===== src/rtl/serial_pattern_tx.sv =====
// Purpose: parallel-load serial transmitter; shifts a word of up to WIDTH bits out on ser_out.
// Latency: first bit on ser_out one cycle after the load accept edge; done one cycle after the last bit.
// Backpressure: tx_en=0 freezes the shifter; load_ready is high in IDLE or on the final bit with tx_en=1.
module serial_pattern_tx #(
  parameter int WIDTH     = 11,
  parameter int LEN_W     = 4,
  parameter bit MSB_FIRST = 1'b1
) (
  input  logic             clk,
  input  logic             rst,
  input  logic             load_valid,
  output logic             load_ready,
  input  logic [WIDTH-1:0] load_data,
  input  logic [LEN_W-1:0] load_len,
  input  logic             tx_en,
  output logic             ser_out,
  output logic             ser_valid,
  output logic             ser_last,
  output logic             done
);

  typedef enum logic {IDLE, SHIFT} state_t;

  state_t           state, state_nx;
  logic [WIDTH-1:0] shreg, shreg_nx;
  logic [WIDTH-1:0] masked, ld_vec;
  logic [LEN_W-1:0] cnt, cnt_nx;
  logic [LEN_W-1:0] len_eff;
  logic             done_r, done_nx;
  logic             zpend, zpend_nx;
  logic             last_bit, eow, accept;

  // Clamp the length, drop unused data bits and align so the next bit is always at a fixed end.
  always_comb begin
    len_eff = (int'(load_len) > WIDTH) ? LEN_W'(WIDTH) : load_len;
    for (int i = 0; i < WIDTH; i++) begin
      masked[i] = load_data[i] & (i < int'(len_eff));
    end
    if (MSB_FIRST) begin
      ld_vec = masked << (WIDTH - int'(len_eff));
    end else begin
      ld_vec = masked;
    end
  end

  // Handshake and serial outputs are decoded from the current state, count and tx_en.
  always_comb begin
    last_bit   = (state == SHIFT) && (cnt == LEN_W'(1));
    eow        = last_bit && tx_en;
    load_ready = (state == IDLE) || eow;
    accept     = load_valid && load_ready;
    ser_valid  = (state == SHIFT) && tx_en;
    ser_last   = last_bit;
    done       = done_r;
    if (state == SHIFT) begin
      ser_out = MSB_FIRST ? shreg[WIDTH-1] : shreg[0];
    end else begin
      ser_out = 1'b0;
    end
  end

  // Next-state logic; a zero-length word taken at the end-of-word edge queues a second done pulse.
  always_comb begin
    state_nx = state;
    shreg_nx = shreg;
    cnt_nx   = cnt;
    done_nx  = zpend;
    zpend_nx = 1'b0;
    case (state)
      IDLE: begin
        if (accept) begin
          if (len_eff != '0) begin
            state_nx = SHIFT;
            shreg_nx = ld_vec;
            cnt_nx   = len_eff;
          end else begin
            done_nx = 1'b1;
          end
        end
      end
      SHIFT: begin
        if (tx_en) begin
          shreg_nx = MSB_FIRST ? (shreg << 1) : (shreg >> 1);
          cnt_nx   = cnt - LEN_W'(1);
          if (last_bit) begin
            done_nx  = 1'b1;
            state_nx = IDLE;
            shreg_nx = '0;
            cnt_nx   = '0;
            if (accept) begin
              if (len_eff != '0) begin
                state_nx = SHIFT;
                shreg_nx = ld_vec;
                cnt_nx   = len_eff;
              end else begin
                zpend_nx = 1'b1;
              end
            end
          end
        end
      end
      default: state_nx = IDLE;
    endcase
  end

  // State register; reset abandons any word in flight and suppresses its done pulse.
  always_ff @(posedge clk) begin
    if (rst) begin
      state  <= IDLE;
      shreg  <= '0;
      cnt    <= '0;
      done_r <= 1'b0;
      zpend  <= 1'b0;
    end else begin
      state  <= state_nx;
      shreg  <= shreg_nx;
      cnt    <= cnt_nx;
      done_r <= done_nx;
      zpend  <= zpend_nx;
    end
  end

endmodule


===== config.mk =====
export PLATFORM = sky130hd
export DESIGN_NAME = serial_pattern_tx
export DESIGN_NICKNAME = d
export VERILOG_FILES = /design/src/rtl/serial_pattern_tx.sv
export SDC_FILE = /design/constraint.sdc
export NUM_CORES = 1
export LEC_CHECK = 0
export CAP_MARGIN = 20
export CORE_ASPECT_RATIO = 1.1
export CORE_MARGIN = 2
export CORE_UTILIZATION = 25
export DETAILED_ROUTE_END_ITERATION = 10
export SYNTH_ARGS = -nofsm -noshare
export SYNTH_HDL_FRONTEND = slang
export SYNTH_SLANG_ARGS = --single-unit
export TNS_END_PERCENT = 5

===== constraint.sdc =====
create_clock -name clk -period 1.7 [get_ports clk]
set_input_delay 0.17 -clock clk [delete_from_list [all_inputs] [get_ports clk]]
set_output_delay 0.17 -clock clk [all_outputs]
set_load 0.01 [all_outputs]

# Yosys cells after proc, flatten, opt, wreduce, memory -nomap -nowiden

Index checks and enable logic that the tools add are counted.

Word-level logic and storage cells: 74
Output and inout port bits: 5
Register bits after elaboration: 18
Input bits: 19

Magnitude comparators: 12
Eq/ne operators: 4
Shifts and indexed selects: 1
$add $sub $neg: 2
Bitwise operators: 15
Muxes and demuxes: 27
Reduce and logical (&&, ||, !) cells: 8

Operator list:

| operator              | count |
|---|---|
| $mux W11              | 6 |
| $shl A11 B32 Y11      | 1 |
| $mux W4               | 7 |
| $pmux W11 S2          | 1 |
| $lt A3 B4 Y1 const A  | 4 |
| $lt A4 B4 Y1 const A  | 3 |
| $and A1 B1 Y1         | 11 |
| $mux W1               | 10 |
| $lt A1 B4 Y1 const A  | 2 |
| $lt A2 B4 Y1 const A  | 2 |
| $pmux W4 S2           | 1 |
| $reduce_or A5 Y1      | 1 |
| $sub A4 B4 Y5 const A | 1 |
| $eq A4 B1 Y1 const B  | 1 |
| $gt A4 B4 Y1 const B  | 1 |
| $logic_and A1 B1 Y1   | 4 |
| $ne A2 B2 Y1 const B  | 2 |
| $not A1 Y1            | 4 |
| $pmux W1 S2           | 2 |
| $reduce_bool A4 Y1    | 1 |
| $sub A4 B1 Y4 const B | 1 |
| $reduce_and A3 Y1     | 1 |
| $ne A2 B1 Y1 const B  | 1 |
| $logic_or A1 B1 Y1    | 1 |

# Longest topological paths before layout

Depth in word-level cells: 10
Mapped depth: 7
Gate-level depth less buffers: 7

# Worst setup path before layout

No wires, ideal clock.

Path kind: reg-to-reg
Start point: register cnt[1]
End point: register shreg[5]
Buffers on the path: 0
Stages on the path, launching flop included: 8
Setup time: 0.131 ns
Arrival time: 1.672 ns
Clock period less this slack: 1.803 ns
Data required time: 1.569 ns
Setup slack: -0.103 ns
Path through: dfxtp_1 inv_1 ha_1 nor3b_4 a31oi_1 nor4_1 a2111oi_0 nor3_1

Word-level cells in the longest chain between the ends: 9
Elaborated cells between the ends (all ways): 11
Those cells by class: eq/ne (2); mux (4); reduce/logical (5)

Ends and longest elaborated chain:

| what                   | line | RTL |
|---|---|---|
| from (decl)            | 27   | `logic [LEN_W-1:0] cnt, cnt_nx;` |
| from (signal assigned) | 117  | `cnt <= cnt_nx;` |
| $eq A4 B1 Y1 *         | 48   | `last_bit = (state == SHIFT) && (cnt == LEN_W'(1));` |
| $logic_and A1 B1 Y1 *  | 48   |  |
| $logic_and A1 B1 Y1    | 49   | `eow = last_bit && tx_en;` |
| $logic_or A1 B1 Y1     | 50   | `load_ready = (state == IDLE) \|\| eow;` |
| $logic_and A1 B1 Y1    | 51   | `accept = load_valid && load_ready;` |
| $mux W11               | 90   | `if (accept) begin` |
| $mux W11               | 85   | `if (last_bit) begin` |
| $mux W11               | 82   | `if (tx_en) begin` |
| $pmux W11 S2           | 69   | `case (state)` |
| to (signal assigned)   | 116  | `shreg <= shreg_nx;` |
| to (decl)              | 25   | `logic [WIDTH-1:0] shreg, shreg_nx;` |

Every way passes the cells marked *; elsewhere a longest branch is shown, timed or not. The select of a mux whose other input is x is not followed.
A chain may end at the register's enable or synchronous reset.

# Final worst setup path

Start point: input load_len[3]
End point: register shreg[6]

Word-level cells in the longest chain between the ends: 10
Elaborated cells between the ends (all ways): 36
Those cells by class: add/sub (1); order compare (12); eq/ne (1); shift (1); mux (8); bitwise (11); reduce/logical (2)

Ends and longest elaborated chain:

| what                                 | line | RTL |
|---|---|---|
| from (decl)                          | 14   | `input logic [LEN_W-1:0] load_len,` |
| $gt A4 B4 Y1                         | 35   | `len_eff = (int'(load_len) > WIDTH) ? LEN_W'(WIDTH) : load_len;` |
| $mux W4 *                            | 35   |  |
| $lt A1 B4 Y1 (tied with other cells) | 37   | `masked[i] = load_data[i] & (i < int'(len_eff));` |
| $and A1 B1 Y1                        | 37   |  |
| $shl A11 B32 Y11                     | 40   | `ld_vec = masked << (WIDTH - int'(len_eff));` |
| $mux W11                             | 91   | `if (len_eff != '0) begin` |
| $mux W11                             | 90   |  |
| $mux W11                             | 85   |  |
| $mux W11                             | 82   |  |
| $pmux W11 S2                         | 69   |  |

Marks and branches as above.

==> results.sh <==
export IMPL_slew_headroom_pct=71.7
export IMPL_port_buffers=23
export IMPL_synth_nets=215
export IMPL_crit_buf_inv=3
export IMPL_via_per_inst=5.04
export IMPL_numCtsBuffers=3
export IMPL_remaining_drc_errors=0
export IMPL_synth_edff_count=0
export IMPL_die_area_um2=6540
export IMPL_die_x_um=77.3
export IMPL_worst_path_max_delay_cell="or4_4"
export IMPL_clock_sinks=18
export IMPL_fin_nets=287
export IMPL_setup_violations_final=1
export IMPL_grt_pass1_vias=1684
export IMPL_fillCellCount=601
export IMPL_post_route_util_pct=41.2
export IMPL_dpl_hpwl_mm=3.59
export IMPL_cap_violations=0
export IMPL_fmax_mhz=587
export IMPL_async_reset_ff_share_pct=0
export IMPL_tightest_slew_ns=0.418
export IMPL_worst_slack_ns=-0.00346
export IMPL_gp_congestion=0.837
export IMPL_slew_viol_final=0
export IMPL_hold_viol=0
export IMPL_synth_warnings=0
export IMPL_top_usage_layer="met2"
export IMPL_cts_max_level=1
export IMPL_io_pins=24
export IMPL_clk_latency_ns=0.26
export IMPL_required_ns=1.87
export IMPL_power_density_nw_per_um2=616
export IMPL_grtUsageMet3_pct=3.01
export IMPL_initial_core_util_pct=25.8
export IMPL_layout_common_cells="buf_4 (53), clkdlybuf4s50_1 (19), nor2_1 (18)"
export IMPL_final_common_cell="buf_4"
export IMPL_avgRoutedWirePerCell_um=13.4
export IMPL_end_kind="register"
export IMPL_status="complete, but fails checks"
export IMPL_synth_area_per_cell_um2=7.61
export IMPL_cts_root_buf="clkbuf_8"
export IMPL_antenna_found_initial=0
export IMPL_startpoint_type="primary input"
export IMPL_groute_layer_met2_usage_pct=23.6
export IMPL_critPathArrivalTime_ns=1.88
export IMPL_area_growth_pct=60.2
export IMPL_critPathMaxStageDelay_ns=0.56
export IMPL_cp_top_family="buffers and inverters"
export IMPL_antenna_cells=0
export IMPL_synthesis_instances=194
export IMPL_grt_usage_pct=14.1
export IMPL_synth_top_cell_area_share_pct=24.4
export IMPL_crit_type="primary input to register"
export IMPL_overflow=0
export IMPL_skew_ns=0.00282
export IMPL_finalSetupTns_ns=-0.00346
export IMPL_ys_ff_latch=18
export IMPL_vias=1723
export IMPL_ys_seq_area_share_pct=24.4
export IMPL_power_w=0.00146
export IMPL_stdcell_count=342
export IMPL_p_leak_nw=0.930
export IMPL_grt_max_degree=13
export IMPL_synth_area_um2=1480
export IMPL_hold_slack_ns=0.456
export IMPL_yosys_top_cells_area="dfxtp_1 (24%), a21oi_1 (5.1%), nor2_1 (4.6%)"
export IMPL_ir_drop_v=0.000363
export IMPL_drt_total_wl_mm=4.58
export IMPL_hold_class="register to register"
export IMPL_antenna_left=0
export IMPL_dr_first_iter_drc_count=132
export IMPL_clk_pin_slew_ns=0.07
export IMPL_rsz0062_at_grt="yes"
export IMPL_crit_path_cell_trace="clkdlybuf4s50_1 -> or4_4 -> buf_6 -> a21oi_2 -> buf_6 -> a221oi_1 -> a211oi_1"
export IMPL_dr_pass1_iters=5
export IMPL_min_period_ns=1.70
export IMPL_fp_row_count=29
export IMPL_grt_pass1_wl_mm=7.69
export IMPL_core_um2=5730
export IMPL_post_route_period_util_pct=100
export IMPL_cts_tree="done"
export IMPL_dpl_cell_count=337
export IMPL_clock_path_buffers=2
export IMPL_crit_fanout=9
export IMPL_dieHeight_um=84.6
export IMPL_drive_gt1_share_pct=37.4
export IMPL_ys_types=54
export IMPL_failed_checks="negative setup slack"
export IMPL_grt_met1_usage_pct=18.6
export IMPL_critical_path_most_common_cell="buf_6"
export IMPL_ys_flop_type="dfxtp_1"
export IMPL_synth_largest_area_cell="dfxtp_1"
-- path summary, 6_finish.rpt --
| kind | start | endpoint | slack (ns) | depth (start not counted) |
|---|---|---|---|---|
| hold reg to reg | zpend | done | 0.46 | 2 |
| hold / removal | zpend | done | 0.46 | 2 |
| setup / recovery | load_len[3] | shreg[6] | -0.003 | 7 |
| setup reg to reg | cnt[1] | cnt[3] | -0.003 | 10 |
-- stage by stage --
step           area, um2  worst slack, ns
2_1_floorplan       1480          -0.0114
5_1_grt             2360          -0.0859
3_3_place_gp        2160           -0.364
4_1_cts             2350          -0.0244
3_5_place_dp        2160           -0.352
6_report            2360         -0.00346
-- sequential cells by signal, summed over array words and instances, names as in the netlist --
register / cells
shreg: 11
cnt: 4
done: 1
state: 1
zpend: 1
-- per-layer routing --
layer,vias up,wire (um)
li1,877,-
met3,8,203
met2,39,2180
met1,799,2120
met5,-,0
met4,0,78
-- cell usage after synthesis (3+ instances only) --
| master | instances |
|---|---|
| a221oi_1 | 5 |
| o221ai_1 | 5 |
| mux2_2 | 4 |
| clkbuf_1 | 3 |
| and2_1 | 4 |
| nor2_1 | 18 |
| a211oi_1 | 4 |
| o21ai_0 | 11 |
| inv_1 | 6 |
| o22ai_1 | 3 |
| nand4_1 | 3 |
| mux2i_1 | 4 |
| nor4_1 | 3 |
| buf_2 | 9 |
| a21o_1 | 3 |
| dfxtp_1 | 18 |
| nand2_1 | 16 |
| a31oi_1 | 3 |
| a21oi_1 | 15 |
| a32oi_1 | 3 |
| nor3_1 | 6 |
| nand2b_1 | 7 |
-- repair_timing --
action / in CTS / in global routing
buffers inserted: 1 / 0
resized for setup: 35 / 9
endpoints found under the setup margin: 16 / 18
pin swaps: 7 / 13
hold buffers: 0 / 0
-- power breakdown --
group / switching [W] / internal (W)
Combinational: 0.000292 / 0.000319
Sequential: 0.0000286 / 0.000462
Clock: 0.000149 / 0.000206
Total: 0.000469 / 0.000988
-- cells by family (layout without fill, tap and decap cells) --
group | Yosys count | count (layout) | synth area share [%]
flip-flops | 18 | 18 | 24.4
multiplexers | 8 | 8 | 5.76
buffers and inverters | 21 | 92 | 7.20
AND/OR/NAND/NOR | 73 | 73 | 26.4
adder cells (fa/ha/maj) | 2 | 2 | 1.69
AO/OA/AOI/OAI | 71 | 71 | 33.9
XOR/XNOR | 1 | 1 | 0.593
-- worst register-to-register path: stages, from the launching register on --
cell	delay (ns)
dfxtp_2	0.33
inv_2	0.05
ha_4	0.15
nor3b_4	0.14
buf_6	0.12
a31oi_4	0.13
buf_6	0.15
nor2_4	0.05
buf_6	0.13
a221oi_2	0.26
nor2_1	0.07
-- layout make-up --
class,instances,area (um2),area share [%]
clock buffer,4,55.1,2.33
inverter,6,22.5,0.952
multi-input combinational,155,1140,48.2
sequential,18,363,15.3
tap,77,96.3,4.07
timing repair buffer,82,688,29.1
No activity file was read; power rests on OpenSTA's default activity.
